--- config.mk ---
export PLATFORM = sky130hd
export DESIGN_NAME = excesso3_desserializador
export DESIGN_NICKNAME = d
export VERILOG_FILES = /design/src/rtl/excesso3_desserializador.sv
export SDC_FILE = /design/constraint.sdc
export NUM_CORES = 1
export LEC_CHECK = 0
export CAP_MARGIN = 20
export CORE_MARGIN = 4
export CORE_UTILIZATION = 40
export DETAILED_ROUTE_END_ITERATION = 8
export SLEW_MARGIN = 20
export SYNTH_ARGS = -nofsm -noshare
export SYNTH_HDL_FRONTEND = slang
export SYNTH_SLANG_ARGS = --single-unit
--- constraint.sdc ---
create_clock -name clk -period 4.95 [get_ports clk]
set_clock_uncertainty 0.1 [all_clocks]
set_input_delay 0.99 -clock clk [delete_from_list [all_inputs] [get_ports clk]]
set_output_delay 0.99 -clock clk [all_outputs]
set_load 0.05 [all_outputs]
--- src/rtl/excesso3_desserializador.sv ---
// Serial excess-3 deserializer: frames LSB-first nibbles, decodes to BCD, buffers in a FIFO.
// Optional X3_ERR_CHECK_EN: reject invalid codes and raise the sticky erro flag.
module excesso3_desserializador #(
  parameter int FIFO_DEPTH = 4
) (
  input  logic       clk,
  input  logic       reset,
  input  logic       Bin,
  input  logic       Ben,
  input  logic       rd,
  input  logic       clr_flags,
  output logic [3:0] dout,
  output logic       dvalid,
  output logic       cheio,
  output logic       erro,
  output logic       perdido
);

  localparam int AW = $clog2(FIFO_DEPTH);
  localparam logic [AW:0] DEPTH_C = (AW+1)'(FIFO_DEPTH);

  function automatic logic x3_valid(input logic [3:0] c);
    return (c >= 4'd3) && (c <= 4'd12);
  endfunction

  logic [1:0]    cnt_q;
  logic [2:0]    sr_q;
  logic [AW-1:0] wptr_q, rptr_q;
  logic [AW:0]   cnt_f_q, cnt_f_d;
  logic          perdido_q, perdido_d;
  logic          erro_d;
  logic [3:0]    mem_q [FIFO_DEPTH];

  logic       done_s, valid_s, push_req_s, push_s, pop_s, drop_s;
  logic [3:0] code_s, bcd_s;

  // Frame completion, decode and FIFO handshake decisions
  always_comb begin
    done_s  = Ben && (cnt_q == 2'd3);
    code_s  = {Bin, sr_q};
    bcd_s   = code_s - 4'd3;
    valid_s = x3_valid(code_s);
`ifdef X3_ERR_CHECK_EN
    push_req_s = done_s && valid_s;
`else
    push_req_s = done_s;
`endif
    pop_s   = rd && dvalid;
    // A pop on the same edge frees the slot the push needs
    push_s  = push_req_s && (!cheio || pop_s);
    drop_s  = push_req_s && cheio && !pop_s;
    cnt_f_d = cnt_f_q;
    if (push_s && !pop_s) begin
      cnt_f_d = cnt_f_q + {{AW{1'b0}}, 1'b1};
    end else if (pop_s && !push_s) begin
      cnt_f_d = cnt_f_q - {{AW{1'b0}}, 1'b1};
    end else begin
      cnt_f_d = cnt_f_q;
    end
    if (drop_s) begin
      perdido_d = 1'b1;
    end else if (clr_flags) begin
      perdido_d = 1'b0;
    end else begin
      perdido_d = perdido_q;
    end
`ifdef X3_ERR_CHECK_EN
    if (done_s && !valid_s) begin
      erro_d = 1'b1;
    end else if (clr_flags) begin
      erro_d = 1'b0;
    end else begin
      erro_d = erro;
    end
`else
    erro_d = 1'b0;
`endif
  end

  // Bit framing, pointers, occupancy and sticky flags
  always_ff @(posedge clk or negedge reset) begin
    if (!reset) begin
      cnt_q     <= 2'd0;
      sr_q      <= 3'd0;
      wptr_q    <= '0;
      rptr_q    <= '0;
      cnt_f_q   <= '0;
      perdido_q <= 1'b0;
      erro      <= 1'b0;
    end else begin
      if (Ben) begin
        cnt_q <= cnt_q + 2'd1;
        if (cnt_q != 2'd3) begin
          sr_q[cnt_q] <= Bin;
        end
      end
      if (push_s) begin
        wptr_q <= wptr_q + {{(AW-1){1'b0}}, 1'b1};
      end
      if (pop_s) begin
        rptr_q <= rptr_q + {{(AW-1){1'b0}}, 1'b1};
      end
      cnt_f_q   <= cnt_f_d;
      perdido_q <= perdido_d;
      erro      <= erro_d;
    end
  end

  // Digit storage; contents are don't-care until written
  always_ff @(posedge clk) begin
    if (push_s) begin
      mem_q[wptr_q] <= bcd_s;
    end
  end

  // Status decode and gated head read
  always_comb begin
    dvalid  = (cnt_f_q != '0);
    cheio   = (cnt_f_q == DEPTH_C);
    perdido = perdido_q;
    if (dvalid) begin
      dout = mem_q[rptr_q];
    end else begin
      dout = 4'd0;
    end
  end

endmodule

Word-level counts from Yosys, hierarchy flattened
Memories as Yosys holds them, arrays and structs flattened.
Index checks and enable logic that the tools add are counted.
{"block": "word_totals", "out_inout_bits": 8, "n_memories": 1, "regBits": 13, "wordCells": 44, "ram_bits": 16}
{"block": "op_classes", "n_lt_le_gt_ge": 2, "mux": 10, "reduce_logical": 16, "n_addsub": 6, "n_eq_ne": 3}
{"memory": "mem_q", "words": 4, "word_bits": 4, "read_ports": 1, "rd_ports_with_merged_regs": 0, "write_ports": 1, "line": "32", "rtl": "logic [3:0] mem_q [FIFO_DEPTH];"}
{"operator": "logical AND 1 bit", "n": 8}
{"operator": "adder 2 x 1 -> 2 bit, second input constant", "n": 3}
{"operator": "2-to-1 mux 3 bit", "n": 2}
{"operator": "2-to-1 mux 1 bit", "n": 5}
{"operator": "2-to-1 mux 4 bit", "n": 1}
{"operator": "nonzero test 2 bit", "n": 2}
{"operator": "subtractor 4 x 2 -> 4 bit, second input constant", "n": 1}
{"operator": "adder 3 x 1 -> 3 bit, second input constant", "n": 1}
{"operator": "bitwise mux 3 bit", "n": 1}
{"operator": "equality test 3 bit, second input constant", "n": 1}
{"operator": "zero test 1 bit", "n": 3}
{"operator": "less-than comparator 2 x 3 -> 1 bit, second input constant", "n": 1}
{"operator": "nonzero test 3 bit", "n": 1}
{"operator": "subtractor 3 x 1 -> 3 bit, second input constant", "n": 1}
{"operator": "demux 1 bit (select 2 bit)", "n": 1}
{"operator": "equality test 2 bit, second input constant", "n": 1}
{"operator": "greater-or-equal comparator 2 x 1 -> 1 bit, second input constant", "n": 1}
{"operator": "!= test 2 bit, second input constant", "n": 1}
{"operator": "AND reduction 2 bit", "n": 1}
{"operator": "logical OR 1 bit", "n": 1}

Logic depth before layout (Yosys ltp)
Gate-level depths: netlist of run 1.
{"block": "depth", "word_depth": 8, "mapped_depth": 9, "mapped_depth_nobuf": 9}

Worst setup path after synthesis of run 1
No wires, ideal clock.
{"block": "synth_timing", "path_kind": "flip-flop to output port", "start": "register cnt_f_q[0]", "end": "output cheio", "t_arrival_ns": 1.642, "required_ns": 3.860, "stages_incl_launch_ff": 2, "n_path_buf": 0, "slack_ns": 2.218, "cell_sequence": "dfrtp_1 > nor3b_1"}
{"block": "synth_via", "elab_chain_cells": 1}
{"item": "start, declared", "line": "29", "rtl": "logic [AW:0] cnt_f_q, cnt_f_d;"}
{"item": "start signal, assigned", "line": "103", "rtl": "cnt_f_q <= cnt_f_d;"}
{"item": "equality test 3 bit", "line": "119", "rtl": "cheio = (cnt_f_q == DEPTH_C);"}
{"item": "end, declared", "line": "14", "rtl": "output logic cheio,"}
Every way passes these cells.

Worst setup path after layout of run 1
{"block": "layout_timing", "start": "register rptr_q[0]", "end": "output dout[1]"}
{"block": "layout_via", "elab_chain_cells": 2}
{"item": "start, declared", "line": "28", "rtl": "logic [AW-1:0] wptr_q, rptr_q;"}
{"item": "start signal, assigned", "line": "101", "rtl": "rptr_q <= rptr_q + {{(AW-1){1'b0}}, 1'b1};"}
{"item": "memory read (4 x 4 bit)"}
{"item": "2-to-1 mux 4 bit", "line": "121", "rtl": "if (dvalid) begin"}
{"item": "end, declared", "line": "12", "rtl": "output logic [3:0] dout,"}
Every way passes these cells.

==> results of run 1 <==
-- sequential cells by signal, summed over array words and instances (netlist names) --
register / cells
perdido: 1
wptr_q: 2
sr_q: 3
cnt_q: 2
mem_q: 16
rptr_q: 2
cnt_f_q: 3
-- synth_stat cells --
| master | count | area, µm² |
|---|---|---|
| edfxtp_1 | 16 | 480 |
| dfrtp_1 | 13 | 325 |
| ha_1 | 10 | 125 |
| and2_1 | 8 | 50.1 |
| inv_1 | 7 | 26.3 |
| xnor2_1 | 5 | 43.8 |
| mux4_2 | 4 | 90.1 |
| nand2_1 | 4 | 15.0 |
| xor2_1 | 4 | 35.0 |
| mux2_2 | 3 | 33.8 |
| a21oi_1 | 2 | 10.0 |
| buf_6 | 2 | 22.5 |
| nand3_1 | 2 | 10.0 |
| o21ai_0 | 2 | 10.0 |
| a31o_2 | 1 | 8.76 |
| and2b_1 | 1 | 7.51 |
| buf_4 | 1 | 7.51 |
| conb_1 | 1 | 3.75 |
| fa_1 | 1 | 20.0 |
| mux2_4 | 1 | 15.0 |
| nand2_2 | 1 | 6.26 |
| nor2_1 | 1 | 3.75 |
| nor2_2 | 1 | 6.26 |
| nor3b_1 | 1 | 7.51 |
| nor4b_4 | 1 | 23.8 |
| or3_1 | 1 | 6.26 |
-- where the power goes --
group | switching (mW) | internal (mW) | total (mW)
clock network | 0.0756 | 0.121 | 0.196
registers | 0.0733 | 0.352 | 0.426
logic | 0.249 | 0.204 | 0.454
-- logic make-up after synthesis --
kind of cell	count (synthesis)	share of synthesized area
adder cells (fa/ha/maj)	11	0.104
buffers and inverters	10	0.0404
multiplexers	8	0.0996
other	1	0.00269
XOR/XNOR	9	0.0565
AND/OR/NAND/NOR	21	0.0979
AO/OA/AOI/OAI	5	0.0206
flip-flops	29	0.578
-- through the flow --
stage	std cells	cell area, µm²
floorplan	94	1390
global placement	149	1540
detailed placement	149	1540
CTS	157	1630
global route	157	1630
finish	157	1630
-- per-layer routing --
layer,up-vias,routed length (µm),global-route usage
met5,-,0,0
met4,0,25,0.0380
met3,4,105,0.0506
met2,16,954,0.174
met1,355,930,0.127
li1,355,-,-
-- area by class of cell --
cell class / instances / share of cell area
Clock buffer: 7 / 0.0338
Timing Repair Buffer: 12 / 0.0738
Inverter: 7 / 0.0162
Clock inverter: 1 / 0.0185
Tap cell: 46 / 0.0354
Multi-Input combinational cell: 55 / 0.327
Sequential cell: 29 / 0.495
-- worst paths after layout --
kind                               to
max                           dout[1]
min                        cnt_f_q[2]
max reg2reg                cnt_f_q[2]
min reg2reg                cnt_f_q[2]
max in group asynchronous  cnt_f_q[0]
min in group asynchronous   wptr_q[1]
-- worst max-delay path, stage by stage, from the launching register on --
cell and delay (ns):
dfrtp_1 0.55, mux4_2 0.55, and2_1 0.16, clkdlybuf4s50_1 0.69
==> results.tsv, run 1 <==
metric	value	unit
status	complete, no violations	
hold_start	cnt_f_q[2]	
cts.sinks	29	
clk_path_buf_depth	2	
start_util	0.414	
numCtsBuffers	5	
drt-pass1-iter-count	4	
first_global_vias	719	
pre_cts_ws	1.71	ns
total_power	1.08	mW
antenna_found_initial	0	
gp_congestion	0.787	
cts_setup_buffers	0	
critPathLaunch	rptr_q[0]	
yosysWarningCount	0	
cts-root-buf	clkbuf_4	
fin_tns_setup	0	ns
fin_util	0.484	
core	3360	µm²
finalWirelength	2.02	mm
via_per_inst	4.65	
setup_viol	0	
grt-ovfl-total	0	
insertedDiodeCount	0	
mostFrequentLayoutCells	edfxtp_1, dfrtp_1, clkdlybuf4s50_1	
cp_max_fo	6	
drv_cap	0	
cts-htree-levels	2	
tritoncts	built	
ys_ff_latch	29	
cp.required	3.86	ns
crit_arrival	2.26	ns
die_area	4490	µm²
fin_crit	3.35	ns
worstSkewPairLatency	0.31	ns
drt_iter0_drc	28	
hold_path_class	flop to flop	
die-width	67.0	µm
whs_path_depth	1	
slew_headroom	0.585	
grt_pass1_wl	3.45	mm
postSynthCellCount	94	
synth_cell_type_count	26	
ir_drop	0.000223	V
grt_start_max_net_pins	14	
ff2ff_setup_slack	2.64	ns
powerDensity	661	nW/µm²
grtUsageTotal	0.109	
max_freq	299	MHz
reg2reg_depth	8	
startpoint_type	flop	
drc_errors	0	
drive_above_1_share	0.171	
tightest_slew	0.621	ns
multi_input_area	532	µm²
yosysSeqAreaShare	0.578	
rsz0062_at_grt	false	
holdWs	0.409	ns
synth.cell_area	1390	µm²
maxSlewViolCount	0	
syn_to_final_growth	16.7	%
syn_nets	111	
wl_per_cell	12.8	µm
cts_resized	0	
pin_count	14	
min_period_over_period	0.676	
path_class	flop to primary output	
n_fill_cell	314	
final_common_cell	edfxtp_1	
path_clk_slew	0.08	ns
power.leakage	0.638	nW
rows	21	
syn-mean-instance-area	14.8	µm²
ant_nets	0	
vias	730	
reg2reg_from	cnt_f_q[0]	
finalHoldViolCount	0	
fin_nets	127	
hpwlAfterDp	1.55	mm
seq_area	806	µm²
hold_buffers	0	
fin_ws	1.60	ns
die_h	67.0	µm
worstSetupEndpointType	primary output	
port_buffers	12	
Power figures use the tool's default switching activity.
==> run 2, diff against run 1 <==
==> constraint.sdc (replaced) <==
create_clock -name clk -period 3.3 [get_ports clk]
set_clock_uncertainty 0.1 [all_clocks]
set_input_delay 0.66 -clock clk [delete_from_list [all_inputs] [get_ports clk]]
set_output_delay 0.66 -clock clk [all_outputs]
set_load 0.05 [all_outputs]
==> results of run 2 <==
Same layout as run 1 (identical final DEF). Status: complete, no violations.
Main changes from that run: setup slack after placement 1.71 ns -> 0.386 ns; setup slack after layout 1.60 ns -> 0.284 ns; register-to-register setup slack 2.64 ns -> 0.99 ns; total power 1.08 mW -> 1.61 mW; worst IR drop on VDD 0.000223 V -> 0.000335 V
